`config.mk`:
```
export PLATFORM = sky130hd
export DESIGN_NAME = fixedpoint_mac_pipe
export DESIGN_NICKNAME = d
export VERILOG_FILES = /design/src/rtl/fixedpoint_pkg.sv /design/src/rtl/fixedpoint_sat.sv /design/src/rtl/fixedpoint_mac_pipe.sv
export SDC_FILE = /design/constraint.sdc
export NUM_CORES = 1
export LEC_CHECK = 0
export ABC_AREA = 0
export CELL_PAD_IN_SITES_DETAIL_PLACEMENT = 0
export CELL_PAD_IN_SITES_GLOBAL_PLACEMENT = 1
export CORE_MARGIN = 1.5
export CORE_UTILIZATION = 52
export DETAILED_ROUTE_END_ITERATION = 7
export GPL_TIMING_DRIVEN = 0
export PLACE_DENSITY = 0.88
export SLEW_MARGIN = 20
export SYNTH_ARGS = -nofsm -noshare
export SYNTH_HDL_FRONTEND = slang
export SYNTH_SLANG_ARGS = --single-unit
export TNS_END_PERCENT = 5
```
`constraint.sdc`:
```
create_clock -name clk -period 16.51 [get_ports clk]
set_input_delay 3.302 -clock clk [delete_from_list [all_inputs] [get_ports clk]]
set_output_delay 3.302 -clock clk [all_outputs]
set_load 0.01 [all_outputs]
```
`src/rtl/fixedpoint_pkg.sv`:
```
// Shared constants and the output scaling helper for the fixed-point MAC pipeline.
// Scaling is done in a wide signed domain so the half-up bias can never overflow.
package fixedpoint_pkg;

    localparam int   FXP_W      = 64;
    localparam logic RND_TRUNC  = 1'b0;
    localparam logic RND_HALFUP = 1'b1;
    localparam logic MODE_MUL   = 1'b0;
    localparam logic MODE_ACC   = 1'b1;

    function automatic logic signed [FXP_W-1:0] fxp_scale(
        input logic signed [FXP_W-1:0] v,
        input int                      sh,
        input logic                    rnd
    );
        logic signed [FXP_W-1:0] bias;
        if ((rnd == RND_HALFUP) && (sh > 32'sd0)) begin
            bias = 64'sd1 <<< (sh - 32'sd1);
        end else begin
            bias = {FXP_W{1'b0}};
        end
        return (v + bias) >>> sh;
    endfunction

endpackage

```
`src/rtl/fixedpoint_sat.sv`:
```
// Range check of a scaled result against OUT_W and final output formatting.
// Build option FXP_SAT_EN: clamp to the extreme code on overflow; otherwise the low bits wrap.
module fixedpoint_sat
    import fixedpoint_pkg::*;
#(
    parameter int OUT_W = 8
) (
    input  logic signed [FXP_W-1:0] q,
    output logic        [OUT_W-1:0] out,
    output logic                    ovf
);

    localparam logic signed [FXP_W-1:0] Q_MAX = (64'sd1 <<< (OUT_W - 1)) - 64'sd1;
    localparam logic signed [FXP_W-1:0] Q_MIN = -(64'sd1 <<< (OUT_W - 1));
`ifdef FXP_SAT_EN
    localparam logic [OUT_W-1:0] SAT_POS = {1'b0, {(OUT_W-1){1'b1}}};
    localparam logic [OUT_W-1:0] SAT_NEG = {1'b1, {(OUT_W-1){1'b0}}};
`endif

    // Overflow detection and output selection.
    always_comb begin
        ovf = (q > Q_MAX) || (q < Q_MIN);
`ifdef FXP_SAT_EN
        if (!ovf) begin
            out = q[OUT_W-1:0];
        end else if (q[FXP_W-1]) begin
            out = SAT_NEG;
        end else begin
            out = SAT_POS;
        end
`else
        out = q[OUT_W-1:0];
`endif
    end

endmodule

```
`src/rtl/fixedpoint_mac_pipe.sv`:
```
// Three-stage signed fixed-point multiply/accumulate with valid/ready flow control.
// Build option FXP_SAT_EN (in fixedpoint_sat): saturate instead of wrap on overflow.
module fixedpoint_mac_pipe
    import fixedpoint_pkg::*;
#(
    parameter int IN_W     = 8,
    parameter int IN_FRAC  = 4,
    parameter int OUT_W    = 8,
    parameter int OUT_FRAC = 1,
    parameter int ACC_W    = 20
) (
    input  logic             clk,
    input  logic             rst_n,
    input  logic             in_valid,
    output logic             in_ready,
    input  logic [IN_W-1:0]  in1,
    input  logic [IN_W-1:0]  in2,
    input  logic             in_mode,
    input  logic             in_clr,
    input  logic             in_rnd,
    output logic             out_valid,
    input  logic             out_ready,
    output logic [OUT_W-1:0] out,
    output logic             out_ovf
);

    localparam int P_W = 2 * IN_W;
    localparam int SH  = 2 * IN_FRAC - OUT_FRAC;

    logic                    adv_s;
    logic                    v1_q, v1_d, mode1_q, mode1_d, clr1_q, clr1_d, rnd1_q, rnd1_d;
    logic signed [IN_W-1:0]  a1_q, a1_d, b1_q, b1_d;
    logic                    v2_q, v2_d, mode2_q, mode2_d, clr2_q, clr2_d, rnd2_q, rnd2_d;
    logic signed [P_W-1:0]   p2_q, p2_d;
    logic signed [ACC_W-1:0] acc_q, acc_d, p_ext_s, acc_new_s;
    logic signed [FXP_W-1:0] v_s, q_s;
    logic [OUT_W-1:0]        out_q, out_d, sat_out_s;
    logic                    ovf_q, ovf_d, sat_ovf_s, out_valid_q, out_valid_d;

    // A single advance strobe freezes the whole pipe, so beats cannot be lost or reordered.
    assign adv_s    = !out_valid_q || out_ready;
    assign in_ready = adv_s;

    // Third-stage datapath: widen the product, fold into the accumulator, pick source and scale.
    always_comb begin
        p_ext_s = ACC_W'(p2_q);
        if (clr2_q) begin
            acc_new_s = p_ext_s;
        end else begin
            acc_new_s = acc_q + p_ext_s;
        end
        if (mode2_q == MODE_ACC) begin
            v_s = FXP_W'(acc_new_s);
        end else begin
            v_s = FXP_W'(p_ext_s);
        end
        q_s = fxp_scale(v_s, SH, rnd2_q);
    end

    fixedpoint_sat #(.OUT_W(OUT_W)) u_sat (
        .q   (q_s),
        .out (sat_out_s),
        .ovf (sat_ovf_s)
    );

    // Next-state for all pipeline registers; everything holds while stalled.
    always_comb begin
        if (adv_s) begin
            v1_d        = in_valid;
            a1_d        = in1;
            b1_d        = in2;
            mode1_d     = in_mode;
            clr1_d      = in_clr;
            rnd1_d      = in_rnd;
            v2_d        = v1_q;
            p2_d        = P_W'(a1_q) * P_W'(b1_q);
            mode2_d     = mode1_q;
            clr2_d      = clr1_q;
            rnd2_d      = rnd1_q;
            out_valid_d = v2_q;
            if (v2_q) begin
                out_d = sat_out_s;
                ovf_d = sat_ovf_s;
            end else begin
                out_d = out_q;
                ovf_d = ovf_q;
            end
            if (v2_q && (mode2_q == MODE_ACC)) begin
                acc_d = acc_new_s;
            end else begin
                acc_d = acc_q;
            end
        end else begin
            v1_d        = v1_q;
            a1_d        = a1_q;
            b1_d        = b1_q;
            mode1_d     = mode1_q;
            clr1_d      = clr1_q;
            rnd1_d      = rnd1_q;
            v2_d        = v2_q;
            p2_d        = p2_q;
            mode2_d     = mode2_q;
            clr2_d      = clr2_q;
            rnd2_d      = rnd2_q;
            out_valid_d = out_valid_q;
            out_d       = out_q;
            ovf_d       = ovf_q;
            acc_d       = acc_q;
        end
    end

    // Pipeline state; reset discards anything in flight.
    always_ff @(posedge clk or negedge rst_n) begin
        if (!rst_n) begin
            v1_q        <= 1'b0;
            a1_q        <= {IN_W{1'b0}};
            b1_q        <= {IN_W{1'b0}};
            mode1_q     <= 1'b0;
            clr1_q      <= 1'b0;
            rnd1_q      <= 1'b0;
            v2_q        <= 1'b0;
            p2_q        <= {P_W{1'b0}};
            mode2_q     <= 1'b0;
            clr2_q      <= 1'b0;
            rnd2_q      <= 1'b0;
            out_valid_q <= 1'b0;
            out_q       <= {OUT_W{1'b0}};
            ovf_q       <= 1'b0;
            acc_q       <= {ACC_W{1'b0}};
        end else begin
            v1_q        <= v1_d;
            a1_q        <= a1_d;
            b1_q        <= b1_d;
            mode1_q     <= mode1_d;
            clr1_q      <= clr1_d;
            rnd1_q      <= rnd1_d;
            v2_q        <= v2_d;
            p2_q        <= p2_d;
            mode2_q     <= mode2_d;
            clr2_q      <= clr2_d;
            rnd2_q      <= rnd2_d;
            out_valid_q <= out_valid_d;
            out_q       <= out_d;
            ovf_q       <= ovf_d;
            acc_q       <= acc_d;
        end
    end

    assign out_valid = out_valid_q;
    assign out       = out_q;
    assign out_ovf   = ovf_q;

endmodule

```
Yosys cells after proc, flatten, opt, wreduce, memory -nomap -nowiden
Index checks and enable logic that the tools add are counted.

storage, ports and cells
  output and inout bits = 11
  logic and storage cells = 29
  register bits = 70

cells by class
  reductions and logical operators = 6
  $lt $le $gt $ge = 2
  multiply operators = 1
  multiplexer cells = 3
  add/subtract/negate cells = 2

operator list
  operator             number
  $add 64x8->64        1
  $mux 64              1
  $gt 57x8->1 const B  1
  $lt 57x8->1 const B  1
  $add 20x16->20       1
  $mux 20              1
  $mul 8x8->16         1
  $mux 7               1
  $reduce_and 2->1     2
  $logic_or 1x1->1     2
  $logic_and 1x1->1    1
  $logic_not 1->1      1

Depth between registers and ports, before layout
Gate-level depths: netlist of run 1.

  depth after elaboration = 6
  depth in mapped cells = 26
  depth with buffers taken out = 25

By module
From an unflattened synthesis of run 1, not the netlist that was laid out.

second synthesis, totals
  cell total of the unflattened synthesis = 890
  area, all modules = 7513.5 um^2

modules (own cells, without submodules)
  module               cells each  area an instance (um^2)  instances  seq. area each (um^2)
  fixedpoint_mac_pipe  842         7210.7                   1          1751.7
  fixedpoint_sat       48          302.8                    1          0.0

Worst setup path after synthesis of run 1
No wires, ideal clock.

  path type = input -> output
  start = input port out_ready
  end = output port in_ready
  arrival time = 4.232 ns
  slack = 8.976 ns
  cell stages on the path = 4
  buffers on the path = 3
  cell sequence = nand2b_1 > clkbuf_1 > clkbuf_1 > clkbuf_1

on the way
  longest elaborated chain between the ends = 1

RTL lines
  element           line                       RTL
  start, declared   fixedpoint_mac_pipe.sv:22  input logic out_ready,
  $logic_or 1x1->1  fixedpoint_mac_pipe.sv:41  assign adv_s = !out_valid_q || out_ready;
  end, declared     fixedpoint_mac_pipe.sv:15  output logic in_ready,

No other way between the ends.

Final worst setup path of run 1
Same ends and word-level chain as after synthesis.

==> impl_metrics.ini, run 1 <==
[setup_path]
crit_slowest_cell = clkdlybuf4s50_1
r2r_slack_ns = 10.46
critPathBufInv = 5
startpoint = out_ready
worstSetupEndpointType = primary output
reg2reg_depth = 23
critPathKind = in2out
worstReg2RegEnd = out_ovf
cpMostUsedCell = clkbuf_1
worstPathCellList = clkdlybuf4s50_1, nand2b_1, clkbuf_1, clkbuf_1, clkbuf_1, clkdlybuf4s50_1
crit_arrival_ns = 5.65
path_delay_family = buffers and inverters
rr_startpoint = p2_q[0]
critical-path-max-stage-delay_ns = 0.63
cp.required_ns = 13.21
startpoint_type = input port
critPathMaxFanout = 10

[grt]
antenna_found_initial = 0
met1_usage = 0.328
overflow = 0
grt_max_degree = 56
grt_pass1_wl_um = 29100
grt.total_usage = 0.253
grtUsageMet2 = 0.443
grt_pass1_vias = 5964
top_usage_layer = met2
use_met3 = 0.0334

[hold_path]
hold_depth = 2
hold_path_end = out[3]
worst_hold_path_type = reg2reg
hp-start = out[3]

[sta]
max_slew_margin = 0.400
hold_viol = 0
period_needed_ns = 8.95
rsz0062_at_grt = false
fin_skew_ns = 0.00598
tns_ns = 0
final_max_slew_viol_count = 0
max_slew.worst_pin.slew_ns = 0.899
fmax_mhz = 112
period_share = 0.542
setup_viol_count_final = 0

[die]
fp-row-count = 42
io_pins = 34
coreArea_mm2 = 0.0134
die_x_um = 121
die_h_um = 121
die_area_mm2 = 0.0146
start_util = 0.539

[layout]
syn2layout_area_growth_pct = 12.5
n_antenna_cell = 0
drive_gt1_frac = 0.0929
fill_cells = 1163
finalNetCount = 976

[route]
wl_per_cell_um = 16.8
postRouteWirelength_um = 17000
drtIter0Drc = 349
routed_via_density = 5.71
drcViolationCount = 0
dr.pass1.iters = 5
ant_nets = 0
vias = 5800

[place]
port_buffers = 33
dp_hpwl_um = 13300
place.gp.congestion = 0.878

[clock_tree]
clkSinkCount = 70
cts_hold_buf = 0
worstSkewPairLatency_ns = 0.35
cts-resized-gates = 0
cts.htree.levels = 3
root_buffer = clkbuf_16
post-cts-setup-buffers = 0
cts_tree = yes
clk_pin_slew_worst_paths_ns = 0.06
cts_max_path_buffers = 2
cts_made_buffers = 9

[synthesis]
synth_area_per_cell_um2 = 9.14
ys_top_cells_by_area = dfrtp_1, fa_1, ha_1
synthArstFlopShare = 1.00
yosys_warnings = 0
synth.ff_latch_count = 70
yosysSeqAreaShare = 0.243
synth_edf_count = 0
ys_top_cells_by_count = nand2_1, inv_1, dfrtp_1
synth_top_area_cell = dfrtp_1
netlist.area_leader.share = 0.243
synthFlopType = dfrtp_1
synthCells = 790
synth_most_common_cell = nand2_1
netlist_area_mm2 = 0.00722
synth_cell_types = 72
synthesis.nets = 931

[status]
status = complete, no violations

[run]
max-cap-violations = 0
[per-layer routing]
layer / vias to the layer above / part of all wire
met5: - / 0
met4: 0 / 0.016
met3: 24 / 0.037
met2: 108 / 0.49
met1: 2857 / 0.45
li1: 2811 / -
[tightest hold or removal path, delay by kind of cell, from the launching register on]
kind,cells,cell delay [ns]
and+or+nand+nor,1,0.04
DFF,1,0.34
AOI/OAI and AO/OA,1,0.06
[cells in the final DEF, fill, tap and decap left out, types with 32 or more instances in the layout]
cell / count
a21oi_1: 45
and2_1: 43
clkdlybuf4s50_1: 32
dfrtp_1: 70
fa_1: 56
ha_1: 62
inv_1: 71
mux2_2: 33
nand2_1: 94
nor2_1: 38
o21ai_0: 50
[state kept, by name, summed over array words and instances, names as in the netlist]
name	flops
p2_q	16
clr1_q	1
mode1_q	1
out_ovf	1
mode2_q	1
clr2_q	1
b1_q	8
v2_q	1
out	8
rnd2_q	1
out_valid	1
v1_q	1
acc_q	20
a1_q	8
rnd1_q	1
[worst max path at each step]
stage                     endpoint  slack (ns)  cells past startpoint
final                     in_ready        7.56                      6
after global routing      in_ready        7.41                      6
after CTS                 in_ready        7.50                      6
after detailed placement  in_ready        7.50                      6
after global placement    in_ready        7.57                      6
after floorplan           in_ready        8.98                      4
[area by class of cell]
class	instances	area (um^2)	share of cell area
multi-input combinational	618	5070	0.624
sequential	70	1750	0.216
timing repair buffer	34	355	0.0438
inverter	71	267	0.0328
clock buffer	10	239	0.0294
tap	176	220	0.0271
buffer	31	134	0.0165
clock inverter	6	85.1	0.0105
[logic make-up (layout without fill, tap and decap cells)]
logic type,after synthesis,after routing,synth area share
buf+inv,102,152,0.0554
flops,70,70,0.243
simple gates,253,253,0.177
xor+xnor,34,34,0.0412
mux,41,41,0.0625
compound gates,172,172,0.159
fa+ha+maj,118,118,0.263
[through the flow]
step / area (um^2) / std cells / setup WS, ns / utilization / hold slack, ns
after global routing: 8120 / 1016 / 7.41 / 0.606 / 0.503
after CTS: 8120 / 1016 / 7.50 / 0.606 / 0.483
after floorplan: 7220 / 790 / 8.98 / - / 0.446
final: 8120 / 1016 / 7.56 / 0.606 / 0.476
after detailed placement: 7800 / 1000 / 7.50 / 0.582 / 0.469
after global placement: 7770 / 999 / 7.57 / 0.580 / 0.463
Power of run 1 is left out: the tool's default activity adds up to more than one toggle a clock period on the data nets, which glitch-free logic cannot reach.
==> inputs of run 2 (changes only) <==
--- a/config.mk
+++ b/config.mk
@@ -9,10 +9,10 @@
 export CELL_PAD_IN_SITES_DETAIL_PLACEMENT = 0
 export CELL_PAD_IN_SITES_GLOBAL_PLACEMENT = 1
 export CORE_MARGIN = 1.5
-export CORE_UTILIZATION = 52
+export CORE_UTILIZATION = 44
 export DETAILED_ROUTE_END_ITERATION = 7
 export GPL_TIMING_DRIVEN = 0
-export PLACE_DENSITY = 0.88
+export PLACE_DENSITY = 0.79
 export SLEW_MARGIN = 20
 export SYNTH_ARGS = -nofsm -noshare
 export SYNTH_HDL_FRONTEND = slang
==> constraint.sdc (replaced) <==
create_clock -name clk -period 7.7 [get_ports clk]
set_input_delay 1.54 -clock clk [delete_from_list [all_inputs] [get_ports clk]]
set_output_delay 1.54 -clock clk [all_outputs]
set_load 0.01 [all_outputs]
==> impl_metrics.ini, run 2 (synthesized netlist as in run 1, its figures left out) <==
[status]
status = complete, no violations

[clock_tree]
clkSinkCount = 70
clk_pin_slew_worst_paths_ns = 0.06
cts_made_buffers = 9
cts_tree = yes
cts_hold_buf = 0
worstSkewPairLatency_ns = 0.35
post-cts-setup-buffers = 0
cts-resized-gates = 0
cts_max_path_buffers = 2
cts.htree.levels = 3
root_buffer = clkbuf_16

[place]
dp_hpwl_um = 13700
port_buffers = 33
place.gp.congestion = 0.874
post-place-ws_ns = 1.70

[route]
ant_nets = 0
drcViolationCount = 0
routed_via_density = 5.46
dr.pass1.iters = 4
wl_per_cell_um = 16.3
drtIter0Drc = 362
postRouteWirelength_um = 17200
vias = 5761

[layout]
drive_gt1_frac = 0.0905
finalNetCount = 976
final_common_cell = nand2_1
top_regs = acc_q (20), p2_q (16)
syn2layout_area_growth_pct = 12.3
final_cell_mix = nand2_1, inv_1, dfrtp_1, ha_1, fa_1
largest_reg_flops = 20
utilization = 0.509
n_antenna_cell = 0
regMostFlops = acc_q

[run]
max-cap-violations = 0

[setup_path]
critPathKind = reg2reg
critPathMaxFanout = 6
crit_arrival_ns = 6.26
startpoint_type = flop
cp.required_ns = 7.92
worstSetupEndpointType = flop
r2r_slack_ns = 1.66

[die]
die_h_um = 131
io_pins = 34
die_x_um = 131
fp-row-count = 46
start_util = 0.453
coreArea_mm2 = 0.0159
die_area_mm2 = 0.0172

[sta]
tns_ns = 0
rsz0062_at_grt = false
worst_slack_ns = 1.66
fin_skew_ns = 0.00999
fmax_mhz = 166
max_slew_margin = 0.366
worst_hold_slack_ns = 0.476
final_max_slew_viol_count = 0
period_needed_ns = 6.04
setup_viol_count_final = 0
max_slew.worst_pin.slew_ns = 0.951
period_share = 0.784
hold_viol = 0

[grt]
grt.total_usage = 0.215
antenna_found_initial = 0
grt_pass1_vias = 6080
grt_max_degree = 40
grt_pass1_wl_um = 30000
overflow = 0

[hold_path]
worst_hold_path_type = reg2reg
[run 2: cell types whose count changed in the layout (fill, tap and decap cells not counted)]
cell / delta
buf_12: +1
bufinv_16: -2
buf_16: -1
clkinvlp_4: -1
clkbuf_1: +2
clkinv_2: +1
[run 2: final timing paths]
kind                            startpoint      end  depth (start not counted)
worst min register to register      out[4]   out[4]                          2
worst min-delay path                out[4]   out[4]                          2
worst max register to register     p2_q[0]  out_ovf                         23
max in group asynchronous            rst_n  a1_q[7]                          2
worst max-delay path               p2_q[0]  out_ovf                         23
min in group asynchronous            rst_n   out[4]                          1
[run 2: per-stage QoR]
stage / cells / area [um^2]
2_1_floorplan: 790 / 7220
3_3_place_gp: 1039 / 7820
3_5_place_dp: 1040 / 7840
4_1_cts: 1056 / 8110
5_1_grt: 1056 / 8110
6_report: 1056 / 8110
[run 2: critical path, cell delays in order (launching register included)]
cell	delay, ns
dfrtp_1	0.38
ha_1	0.23
inv_1	0.07
fa_1	0.40
nand2b_1	0.22
a21oi_4	0.25
or3_1	0.17
and2_1	0.17
nand2_1	0.07
a21oi_1	0.13
ha_1	0.25
nand3_1	0.09
nor2_1	0.09
a41oi_1	0.10
or4_1	0.60
buf_2	0.19
or3_4	0.35
nor2_1	0.33
nand2_1	0.11
ha_1	0.22
or4_1	0.51
or4_1	0.54
a2111oi_2	0.33
a2bb2oi_2	0.09
[run 2: cell type report]
class / count / area, um^2
plain buffers: 31 / 134
clock buffers: 12 / 246
clock inverters: 4 / 22.5
fillers: 1496 / 7830
inverters: 71 / 267
multi-input cells: 618 / 5070
flip-flops and latches: 70 / 1750
well taps: 216 / 270
repair buffers: 34 / 348
[run 2: metal layers]
| layer | up-vias | GRT usage | share of wire |
|---|---|---|---|
| li1 | 2812 | - | - |
| met1 | 2806 | 0.278 | 0.47 |
| met2 | 115 | 0.368 | 0.48 |
| met3 | 28 | 0.0340 | 0.031 |
| met4 | 0 | 0.0668 | 0.021 |
| met5 | - | 0 | 0 |
Power of run 2 is left out for the same reason.
